$ cat src/rtl/dht11_pkg.sv
// -----------------------------------------------------------------------------
// dht11_pkg
// Definitions shared by the DHT11 responder and the host-controller bench:
//   - dht_state_e    : responder FSM states
//   - DHT_*          : default protocol timings in 50 MHz clock cycles
//   - CNT_W          : width of the phase/measurement counter
//   - FRAME_BITS     : payload + checksum bits per frame
//   - dht_checksum() : frame checksum, optionally inverted for negative tests
//   - dht_drives_low(): states in which the responder pulls the bus low
// -----------------------------------------------------------------------------
package dht11_pkg;

    localparam int CNT_W      = 21;
    localparam int FRAME_BITS = 40;
    localparam int IDX_W      = 6;

    // Default timings at 50 MHz.
    localparam int DHT_START_MIN   = 800000;  // 16 ms host start pulse
    localparam int DHT_T_WAIT      = 1500;    // 30 us turnaround
    localparam int DHT_T_RESP_LOW  = 4000;    // 80 us
    localparam int DHT_T_RESP_HIGH = 4000;    // 80 us
    localparam int DHT_T_BIT_LOW   = 2500;    // 50 us
    localparam int DHT_T_ZERO_HIGH = 1300;    // 26 us
    localparam int DHT_T_ONE_HIGH  = 3500;    // 70 us
    localparam int DHT_GUARD       = 4;

    typedef enum logic [2:0] {
        ST_IDLE,
        ST_MEAS,
        ST_WAIT_REL,
        ST_RESP_LOW,
        ST_RESP_HIGH,
        ST_BIT_LOW,
        ST_BIT_HIGH,
        ST_END_LOW
    } dht_state_e;

    // Sum of the four payload bytes, mod 256; inverted when a deliberately
    // bad checksum is requested.
    function automatic logic [7:0] dht_checksum(
        input logic [7:0] b0,
        input logic [7:0] b1,
        input logic [7:0] b2,
        input logic [7:0] b3,
        input logic       invert
    );
        logic [7:0] sum;
        sum = b0 + b1 + b2 + b3;
        return invert ? ~sum : sum;
    endfunction

    // Phases in which the responder actively pulls the line low.
    function automatic logic dht_drives_low(input dht_state_e s);
        return (s == ST_RESP_LOW) || (s == ST_BIT_LOW) || (s == ST_END_LOW);
    endfunction

endpackage

$ cat src/rtl/dht11_responder_if.sv
// -----------------------------------------------------------------------------
// dht11_responder_if
// Bundles the responder's bus-side and control/status signals.
//   EN          : block enable (low aborts and releases)
//   DHT_IN      : raw single-wire bus level (asynchronous)
//   DHT_OE      : 1 = pull bus low, 0 = release
//   HUM_INT, HUM_FLOAT, TEMP_INT, TEMP_FLOAT : payload bytes
//   CRC_INJ     : transmit inverted checksum
//   BUSY        : frame in progress
//   FRAME_DONE  : one-cycle pulse at end of frame
//   COLLISION   : one-cycle pulse when a frame is aborted by a bus conflict
// Modports: master = environment / host side, slave = responder.
// -----------------------------------------------------------------------------
interface dht11_responder_if;

    logic       EN;
    logic       DHT_IN;
    logic       DHT_OE;
    logic [7:0] HUM_INT;
    logic [7:0] HUM_FLOAT;
    logic [7:0] TEMP_INT;
    logic [7:0] TEMP_FLOAT;
    logic       CRC_INJ;
    logic       BUSY;
    logic       FRAME_DONE;
    logic       COLLISION;

    modport master (
        output EN,
        output DHT_IN,
        output HUM_INT,
        output HUM_FLOAT,
        output TEMP_INT,
        output TEMP_FLOAT,
        output CRC_INJ,
        input  DHT_OE,
        input  BUSY,
        input  FRAME_DONE,
        input  COLLISION
    );

    modport slave (
        input  EN,
        input  DHT_IN,
        input  HUM_INT,
        input  HUM_FLOAT,
        input  TEMP_INT,
        input  TEMP_FLOAT,
        input  CRC_INJ,
        output DHT_OE,
        output BUSY,
        output FRAME_DONE,
        output COLLISION
    );

endinterface

$ cat src/rtl/dht11_responder_sync2.sv
// -----------------------------------------------------------------------------
// sync2
// Two-flop synchronizer for the asynchronous bus level.
//   CLK  : clock
//   RST  : synchronous, active-low reset
//   d_i  : asynchronous input
//   q_o  : synchronized output (two cycles of latency)
// Resets to the idle (pulled-up) bus level so a reset never looks like the
// start of a host pulse.
// -----------------------------------------------------------------------------
module sync2 #(
    parameter logic RST_VAL = 1'b1
) (
    input  logic CLK,
    input  logic RST,
    input  logic d_i,
    output logic q_o
);

    logic meta_q;
    logic sync_q;

    always_ff @(posedge CLK) begin
        if (!RST) begin
            meta_q <= RST_VAL;
            sync_q <= RST_VAL;
        end else begin
            meta_q <= d_i;
            sync_q <= meta_q;
        end
    end

    assign q_o = sync_q;

endmodule

$ cat src/rtl/dht11_responder.sv
// -----------------------------------------------------------------------------
// dht11_responder
// DHT11 sensor emulator (responder side of the single-wire protocol).
// Detects a host start pulse, then drives the 80/80 us sync response and a
// 40-bit frame {HUM_INT, HUM_FLOAT, TEMP_INT, TEMP_FLOAT, CHECKSUM}, MSB first,
// followed by a low end marker. Open-drain: the block only pulls low or
// releases.
// Ports:
//   CLK    : 50 MHz clock
//   RST    : synchronous, active-low reset
//   bus_if : dht11_responder_if.slave (EN, DHT_IN, DHT_OE, payload, CRC_INJ,
//            BUSY, FRAME_DONE, COLLISION)
// All outputs are registered.
// -----------------------------------------------------------------------------
module dht11_responder
    import dht11_pkg::*;
#(
    parameter int START_MIN   = DHT_START_MIN,
    parameter int T_WAIT      = DHT_T_WAIT,
    parameter int T_RESP_LOW  = DHT_T_RESP_LOW,
    parameter int T_RESP_HIGH = DHT_T_RESP_HIGH,
    parameter int T_BIT_LOW   = DHT_T_BIT_LOW,
    parameter int T_ZERO_HIGH = DHT_T_ZERO_HIGH,
    parameter int T_ONE_HIGH  = DHT_T_ONE_HIGH,
    parameter int GUARD       = DHT_GUARD
) (
    input  logic               CLK,
    input  logic               RST,
    dht11_responder_if.slave   bus_if
);

    // Terminal counts: a phase ends when the counter reaches param-1, so the
    // phase lasts exactly param cycles.
    localparam logic [CNT_W-1:0] START_LAST     = CNT_W'(START_MIN - 1);
    localparam logic [CNT_W-1:0] WAIT_LAST      = CNT_W'(T_WAIT - 1);
    localparam logic [CNT_W-1:0] RESP_LOW_LAST  = CNT_W'(T_RESP_LOW - 1);
    localparam logic [CNT_W-1:0] RESP_HIGH_LAST = CNT_W'(T_RESP_HIGH - 1);
    localparam logic [CNT_W-1:0] BIT_LOW_LAST   = CNT_W'(T_BIT_LOW - 1);
    localparam logic [CNT_W-1:0] ZERO_LAST      = CNT_W'(T_ZERO_HIGH - 1);
    localparam logic [CNT_W-1:0] ONE_LAST       = CNT_W'(T_ONE_HIGH - 1);
    localparam logic [CNT_W-1:0] GUARD_CNT      = CNT_W'(GUARD);
    localparam logic [IDX_W-1:0] LAST_IDX       = IDX_W'(FRAME_BITS - 1);

    logic bus;

    sync2 #(
        .RST_VAL (1'b1)
    ) u_sync (
        .CLK (CLK),
        .RST (RST),
        .d_i (bus_if.DHT_IN),
        .q_o (bus)
    );

    dht_state_e            state_q, state_d;
    logic [CNT_W-1:0]      cnt_q, cnt_d;
    logic [IDX_W-1:0]      idx_q, idx_d;
    logic [FRAME_BITS-1:0] shift_q, shift_d;
    logic                  oe_q, oe_d;
    logic                  busy_q, busy_d;
    logic                  done_q, done_d;
    logic                  coll_q, coll_d;

    logic [CNT_W-1:0]      cnt_sat;
    logic [CNT_W-1:0]      bit_high_last;
    logic                  guard_over;
    logic [7:0]            checksum;

    // Saturating increment: a host holding the line low for a very long time
    // must not wrap the counter back below the start threshold.
    assign cnt_sat       = (&cnt_q) ? cnt_q : cnt_q + 1'b1;
    assign bit_high_last = shift_q[FRAME_BITS-1] ? ONE_LAST : ZERO_LAST;
    assign guard_over    = (cnt_q >= GUARD_CNT);
    assign checksum      = dht_checksum(bus_if.HUM_INT, bus_if.HUM_FLOAT,
                                        bus_if.TEMP_INT, bus_if.TEMP_FLOAT,
                                        bus_if.CRC_INJ);

    always_ff @(posedge CLK) begin
        if (!RST) begin
            state_q <= ST_IDLE;
            cnt_q   <= '0;
            idx_q   <= '0;
            shift_q <= '0;
            oe_q    <= 1'b0;
            busy_q  <= 1'b0;
            done_q  <= 1'b0;
            coll_q  <= 1'b0;
        end else begin
            state_q <= state_d;
            cnt_q   <= cnt_d;
            idx_q   <= idx_d;
            shift_q <= shift_d;
            oe_q    <= oe_d;
            busy_q  <= busy_d;
            done_q  <= done_d;
            coll_q  <= coll_d;
        end
    end

    always_comb begin
        state_d = state_q;
        cnt_d   = cnt_sat;
        idx_d   = idx_q;
        shift_d = shift_q;
        done_d  = 1'b0;
        coll_d  = 1'b0;

        unique case (state_q)
            ST_IDLE: begin
                cnt_d = '0;
                if (!bus) begin
                    state_d = ST_MEAS;
                end
            end

            ST_MEAS: begin
                // The IDLE cycle that saw the falling edge is part of the
                // low time, hence the compare against START_MIN-1.
                if (bus) begin
                    cnt_d = '0;
                    if (cnt_q >= START_LAST) begin
                        state_d = ST_WAIT_REL;
                        idx_d   = '0;
                        // Snapshot the payload: input changes after this
                        // point never reach the frame in flight.
                        shift_d = {bus_if.HUM_INT, bus_if.HUM_FLOAT,
                                   bus_if.TEMP_INT, bus_if.TEMP_FLOAT,
                                   checksum};
                    end else begin
                        state_d = ST_IDLE;
                    end
                end
            end

            ST_WAIT_REL: begin
                if (cnt_q >= WAIT_LAST) begin
                    state_d = ST_RESP_LOW;
                    cnt_d   = '0;
                end
            end

            ST_RESP_LOW: begin
                if (cnt_q >= RESP_LOW_LAST) begin
                    state_d = ST_RESP_HIGH;
                    cnt_d   = '0;
                end
            end

            ST_RESP_HIGH: begin
                // The first GUARD cycles still see our own low through the
                // synchronizer, so conflicts are only judged after that.
                if (guard_over && !bus) begin
                    state_d = ST_IDLE;
                    cnt_d   = '0;
                    coll_d  = 1'b1;
                end else if (cnt_q >= RESP_HIGH_LAST) begin
                    state_d = ST_BIT_LOW;
                    cnt_d   = '0;
                end
            end

            ST_BIT_LOW: begin
                if (cnt_q >= BIT_LOW_LAST) begin
                    state_d = ST_BIT_HIGH;
                    cnt_d   = '0;
                end
            end

            ST_BIT_HIGH: begin
                if (guard_over && !bus) begin
                    state_d = ST_IDLE;
                    cnt_d   = '0;
                    coll_d  = 1'b1;
                end else if (cnt_q >= bit_high_last) begin
                    cnt_d   = '0;
                    shift_d = {shift_q[FRAME_BITS-2:0], 1'b0};
                    if (idx_q == LAST_IDX) begin
                        state_d = ST_END_LOW;
                    end else begin
                        state_d = ST_BIT_LOW;
                        idx_d   = idx_q + 1'b1;
                    end
                end
            end

            ST_END_LOW: begin
                if (cnt_q >= BIT_LOW_LAST) begin
                    state_d = ST_IDLE;
                    cnt_d   = '0;
                    done_d  = 1'b1;
                end
            end

            default: begin
                state_d = ST_IDLE;
                cnt_d   = '0;
            end
        endcase

        // Disable wins over everything and is silent: no status pulses.
        if (!bus_if.EN) begin
            state_d = ST_IDLE;
            cnt_d   = '0;
            done_d  = 1'b0;
            coll_d  = 1'b0;
        end

        // Outputs follow the next state so they are registered yet aligned
        // with the state register.
        oe_d   = dht_drives_low(state_d);
        busy_d = (state_d != ST_IDLE) && (state_d != ST_MEAS);
    end

    assign bus_if.DHT_OE     = oe_q;
    assign bus_if.BUSY       = busy_q;
    assign bus_if.FRAME_DONE = done_q;
    assign bus_if.COLLISION  = coll_q;

endmodule

$ cat src/flat_wrapper.sv
// flat-port wrapper written by rule: the top's interface ports become plain ports
module dht11_responder_flat import dht11_pkg::*;
#(
    parameter int START_MIN   = DHT_START_MIN,
    parameter int T_WAIT      = DHT_T_WAIT,
    parameter int T_RESP_LOW  = DHT_T_RESP_LOW,
    parameter int T_RESP_HIGH = DHT_T_RESP_HIGH,
    parameter int T_BIT_LOW   = DHT_T_BIT_LOW,
    parameter int T_ZERO_HIGH = DHT_T_ZERO_HIGH,
    parameter int T_ONE_HIGH  = DHT_T_ONE_HIGH,
    parameter int GUARD       = DHT_GUARD
)
  (CLK, RST, bus_if_EN, bus_if_DHT_IN, bus_if_HUM_INT, bus_if_HUM_FLOAT, bus_if_TEMP_INT, bus_if_TEMP_FLOAT, bus_if_CRC_INJ, bus_if_DHT_OE, bus_if_BUSY, bus_if_FRAME_DONE, bus_if_COLLISION);
  dht11_responder_if bus_if_i ();
  input  logic CLK;
  input  logic RST;
  input wire logic [$bits(bus_if_i.EN)-1:0] bus_if_EN;
  input wire logic [$bits(bus_if_i.DHT_IN)-1:0] bus_if_DHT_IN;
  input wire logic [$bits(bus_if_i.HUM_INT)-1:0] bus_if_HUM_INT;
  input wire logic [$bits(bus_if_i.HUM_FLOAT)-1:0] bus_if_HUM_FLOAT;
  input wire logic [$bits(bus_if_i.TEMP_INT)-1:0] bus_if_TEMP_INT;
  input wire logic [$bits(bus_if_i.TEMP_FLOAT)-1:0] bus_if_TEMP_FLOAT;
  input wire logic [$bits(bus_if_i.CRC_INJ)-1:0] bus_if_CRC_INJ;
  output wire logic [$bits(bus_if_i.DHT_OE)-1:0] bus_if_DHT_OE;
  output wire logic [$bits(bus_if_i.BUSY)-1:0] bus_if_BUSY;
  output wire logic [$bits(bus_if_i.FRAME_DONE)-1:0] bus_if_FRAME_DONE;
  output wire logic [$bits(bus_if_i.COLLISION)-1:0] bus_if_COLLISION;
  assign bus_if_i.EN = bus_if_EN;
  assign bus_if_i.DHT_IN = bus_if_DHT_IN;
  assign bus_if_i.HUM_INT = bus_if_HUM_INT;
  assign bus_if_i.HUM_FLOAT = bus_if_HUM_FLOAT;
  assign bus_if_i.TEMP_INT = bus_if_TEMP_INT;
  assign bus_if_i.TEMP_FLOAT = bus_if_TEMP_FLOAT;
  assign bus_if_i.CRC_INJ = bus_if_CRC_INJ;
  assign bus_if_DHT_OE = bus_if_i.DHT_OE;
  assign bus_if_BUSY = bus_if_i.BUSY;
  assign bus_if_FRAME_DONE = bus_if_i.FRAME_DONE;
  assign bus_if_COLLISION = bus_if_i.COLLISION;
  dht11_responder #(.START_MIN(START_MIN), .T_WAIT(T_WAIT), .T_RESP_LOW(T_RESP_LOW), .T_RESP_HIGH(T_RESP_HIGH), .T_BIT_LOW(T_BIT_LOW), .T_ZERO_HIGH(T_ZERO_HIGH), .T_ONE_HIGH(T_ONE_HIGH), .GUARD(GUARD)) u_core (.CLK(CLK), .RST(RST), .bus_if(bus_if_i));
endmodule
$ cat config.mk
export PLATFORM = sky130hd
export DESIGN_NAME = dht11_responder_flat
export DESIGN_NICKNAME = d
export VERILOG_FILES = /design/src/rtl/dht11_pkg.sv /design/src/rtl/dht11_responder_if.sv /design/src/rtl/dht11_responder_sync2.sv /design/src/rtl/dht11_responder.sv /design/src/flat_wrapper.sv
export SDC_FILE = /design/constraint.sdc
export NUM_CORES = 1
export LEC_CHECK = 0
export ABC_AREA = 1
export BUFFER_PORTS_ARGS = -buffer_cell sky130_fd_sc_hd__buf_2
export CORE_UTILIZATION = 25
export DETAILED_ROUTE_END_ITERATION = 6
export PLACE_DENSITY_LB_ADDON = 0.3
export SKIP_CTS_REPAIR_TIMING = 1
export SKIP_LAST_GASP = 1
export SLEW_MARGIN = 20
export SYNTH_ARGS = -nofsm -noshare
export SYNTH_HDL_FRONTEND = slang
export SYNTH_SLANG_ARGS = --single-unit
$ cat constraint.sdc
create_clock -name CLK -period 8.6 [get_ports CLK]
set_clock_uncertainty 0.15 [all_clocks]
set_input_delay 0.86 -clock CLK [delete_from_list [all_inputs] [get_ports CLK]]
set_output_delay 0.86 -clock CLK [all_outputs]
set_load 0.1 [all_outputs]
==> out/metrics.yaml <==
status: "finished, final reports clean"
crit_type: "in -> reg"
timing.fmax_mhz: 299.1
overflow: 0
gp_congestion: 0.8872
clk-insertion-delay-late_ps: 340
initial_core_util: 0.2580
p_sw_frac: 0.2705
die_w_um: 150.0
syn_nets: 874
synth_edf_count: 0
power.density_nw_per_um2: 144.2
synth_top_area_cell: "dfxtp_1"
syn_area_um2: 5474
p_int_mw: 0.6395
std_cell_rows: 53
wl_per_cell_um: 12.74
irDropWorstVdd_v: 0.00007066
setup_slack_ps: 5256
cp.required_ps: 8730
nNetsFinal: 896
die_area_um2: 22490
rsz0062_at_grt: "no"
dp_cells: 1094
numCtsBuffers: 9
drt_wl_total_mm: 14.14
path_clk_slew_ps: 60
design_area_um2: 6078
drt_iter0_drc: 363
synth.distinct_cells: 43
p_leak_nw: 2.515
diodes: 0
vias_per_cell: 4.487
ant_nets: 0
placed_area_um2: 5786
synth_area_leaders: "dfxtp_1 (28%), nand2_1 (17%), nor2_1 (6.7%)"
maxSlewViolCount: 0
synth_warnings: 0
antenna_found_initial: 0
power_frac_comb: 0.162
ios: 41
areaGrowthSynthToFinish_pct: 11.04
ctsLongestPathBuffers: 2
cts_tree: "built"
ys_seq_area_frac: 0.2779
maxCapViolCount: 0
p_sw_mw: 0.2371
ys_ff_latch: 76
p_seq_frac: 0.403
cp_max_fo: 2
core-area_um2: 21220
worstSetupStartpointType: "input port"
cts.sinks: 76
portBuffers: 40
p_clk_frac: 0.435
cp-end-kind: "flip-flop"
drc: 0
grt_pass1_vias: 4659
synth.avg_cell_area_um2: 6.775
synthCells: 808
firstDrtPassIters: 5
final_layout_size_suffix_gt1_frac: 0.1485
tns_ps: 0
crit_arrival_ps: 3470
fin_util: 0.2864
finalNonFillerCells: 1110
final_common_cell: "nand2_1"
hold_ws_ps: 270.2
worst_pin_slew_ps: 747.1
die_h_um: 150.0
hpwl_mm: 10.13
most-common-layout-cells: "nand2_1 (255), nor2_1 (98), dfxtp_1 (76)"
synthArstFlopShare: 0
setup_viol: 0
finalCritPeriodShare: 0.3888
grt_start_max_net_pins: 47
min_path_type: "reg -> reg"
relSlewSlack: 0.5019
place_ws_ps: 4892
htree_levels: 3
power_mw: 0.8766
synthFlopType: "dfxtp_1"
grt_pass1_wl_mm: 23.92
root_buffer: "clkbuf_16"
hold_viol: 0
dr_total_vias: 4981
yosys.area.top_type_share: 0.2779
fin_crit_ps: 3344
grt_use_total: 0.1344
[area by class of cell]
class                           instances  area [um^2]
Tap cell                              275        344.1
Clock buffer                           10        229.0
Timing Repair Buffer                   43        222.7
Sequential cell                        76         1521
Multi-Input combinational cell        621         3400
Clock inverter                          6        63.81
Inverter                               79        297.8
Fill cell                            2394        15140
[power groups by stage]
stage / logic, mW / registers, mW / clock network, mW
floorplan: 0.109 / 0.361 / 0
global placement: 0.143 / 0.362 / 0
detailed placement: 0.143 / 0.361 / 0
CTS: 0.144 / 0.353 / 0.398
global route: 0.164 / 0.353 / 0.414
finish: 0.142 / 0.354 / 0.381
[cell usage after synthesis (all sizes together), types with 4 or more instances]
library cell	count
o21ai	15
ha	15
nand3b	4
inv	76
nand2	258
nor3	11
clkbuf	9
fa	14
xnor2	12
dfxtp	76
nand4	15
xor2	17
a21oi	53
nor4	4
nor2	108
nand3	78
buf	23
[worst max-delay path, stage by stage]
cell and delay, ps:
buf_2 120, fa_1 550, fa_1 420, ha_1 240
fa_1 410, nand3_1 80, nand3_1 100, nand2_1 70
nand2_1 50, a21oi_1 150, inv_1 50, nand3_1 70
nand3_1 70, nand2_1 70, nor2_1 40, nor2_1 110
[registers in the layout, summed over array words and instances (netlist names)]
signal / count
u_core.state_q: 3
u_core.u_sync.q_o: 1
u_core.bus_if.DHT_OE: 1
u_core.u_sync.meta_q: 1
u_core.bus_if.FRAME_DONE: 1
u_core.bus_if.BUSY: 1
u_core.idx_q: 6
u_core.cnt_q: 21
u_core.shift_q: 40
u_core.bus_if.COLLISION: 1
[per-layer routing]
layer / wire (um) / vias to the layer above / part of all wire / global-route usage
li1: - / 2612 / - / -
met1: 7094 / 2253 / 0.50 / 0.1888
met2: 6288 / 102 / 0.44 / 0.2053
met3: 549 / 14 / 0.039 / 0.02439
met4: 208 / 0 / 0.015 / 0.04394
met5: 0 / - / 0 / 0
[path summary, 6_finish.rpt]
check / from / end / slack [ps] / cells past startpoint
worst max-delay path: bus_if_TEMP_FLOAT[1] / u_core.shift_q[7] / 5260 / 16
worst min-delay path: u_core.u_sync.meta_q / u_core.u_sync.q_o / 270 / 1
worst max register to register: u_core.cnt_q[1] / u_core.shift_q[22] / 5380 / 12
worst min register to register: u_core.u_sync.meta_q / u_core.u_sync.q_o / 270 / 1
[kinds of logic after synthesis]
group,Yosys count,share of synthesized area
AO/OA/AOI/OAI,74,0.08457
AND/OR/NAND/NOR,486,0.3991
multiplexers,3,0.005486
flip-flops,76,0.2779
adder cells (fa/ha/maj),29,0.08549
buffers and inverters,111,0.1010
XOR/XNOR,29,0.04640
No activity file was read; power rests on OpenSTA's default activity.
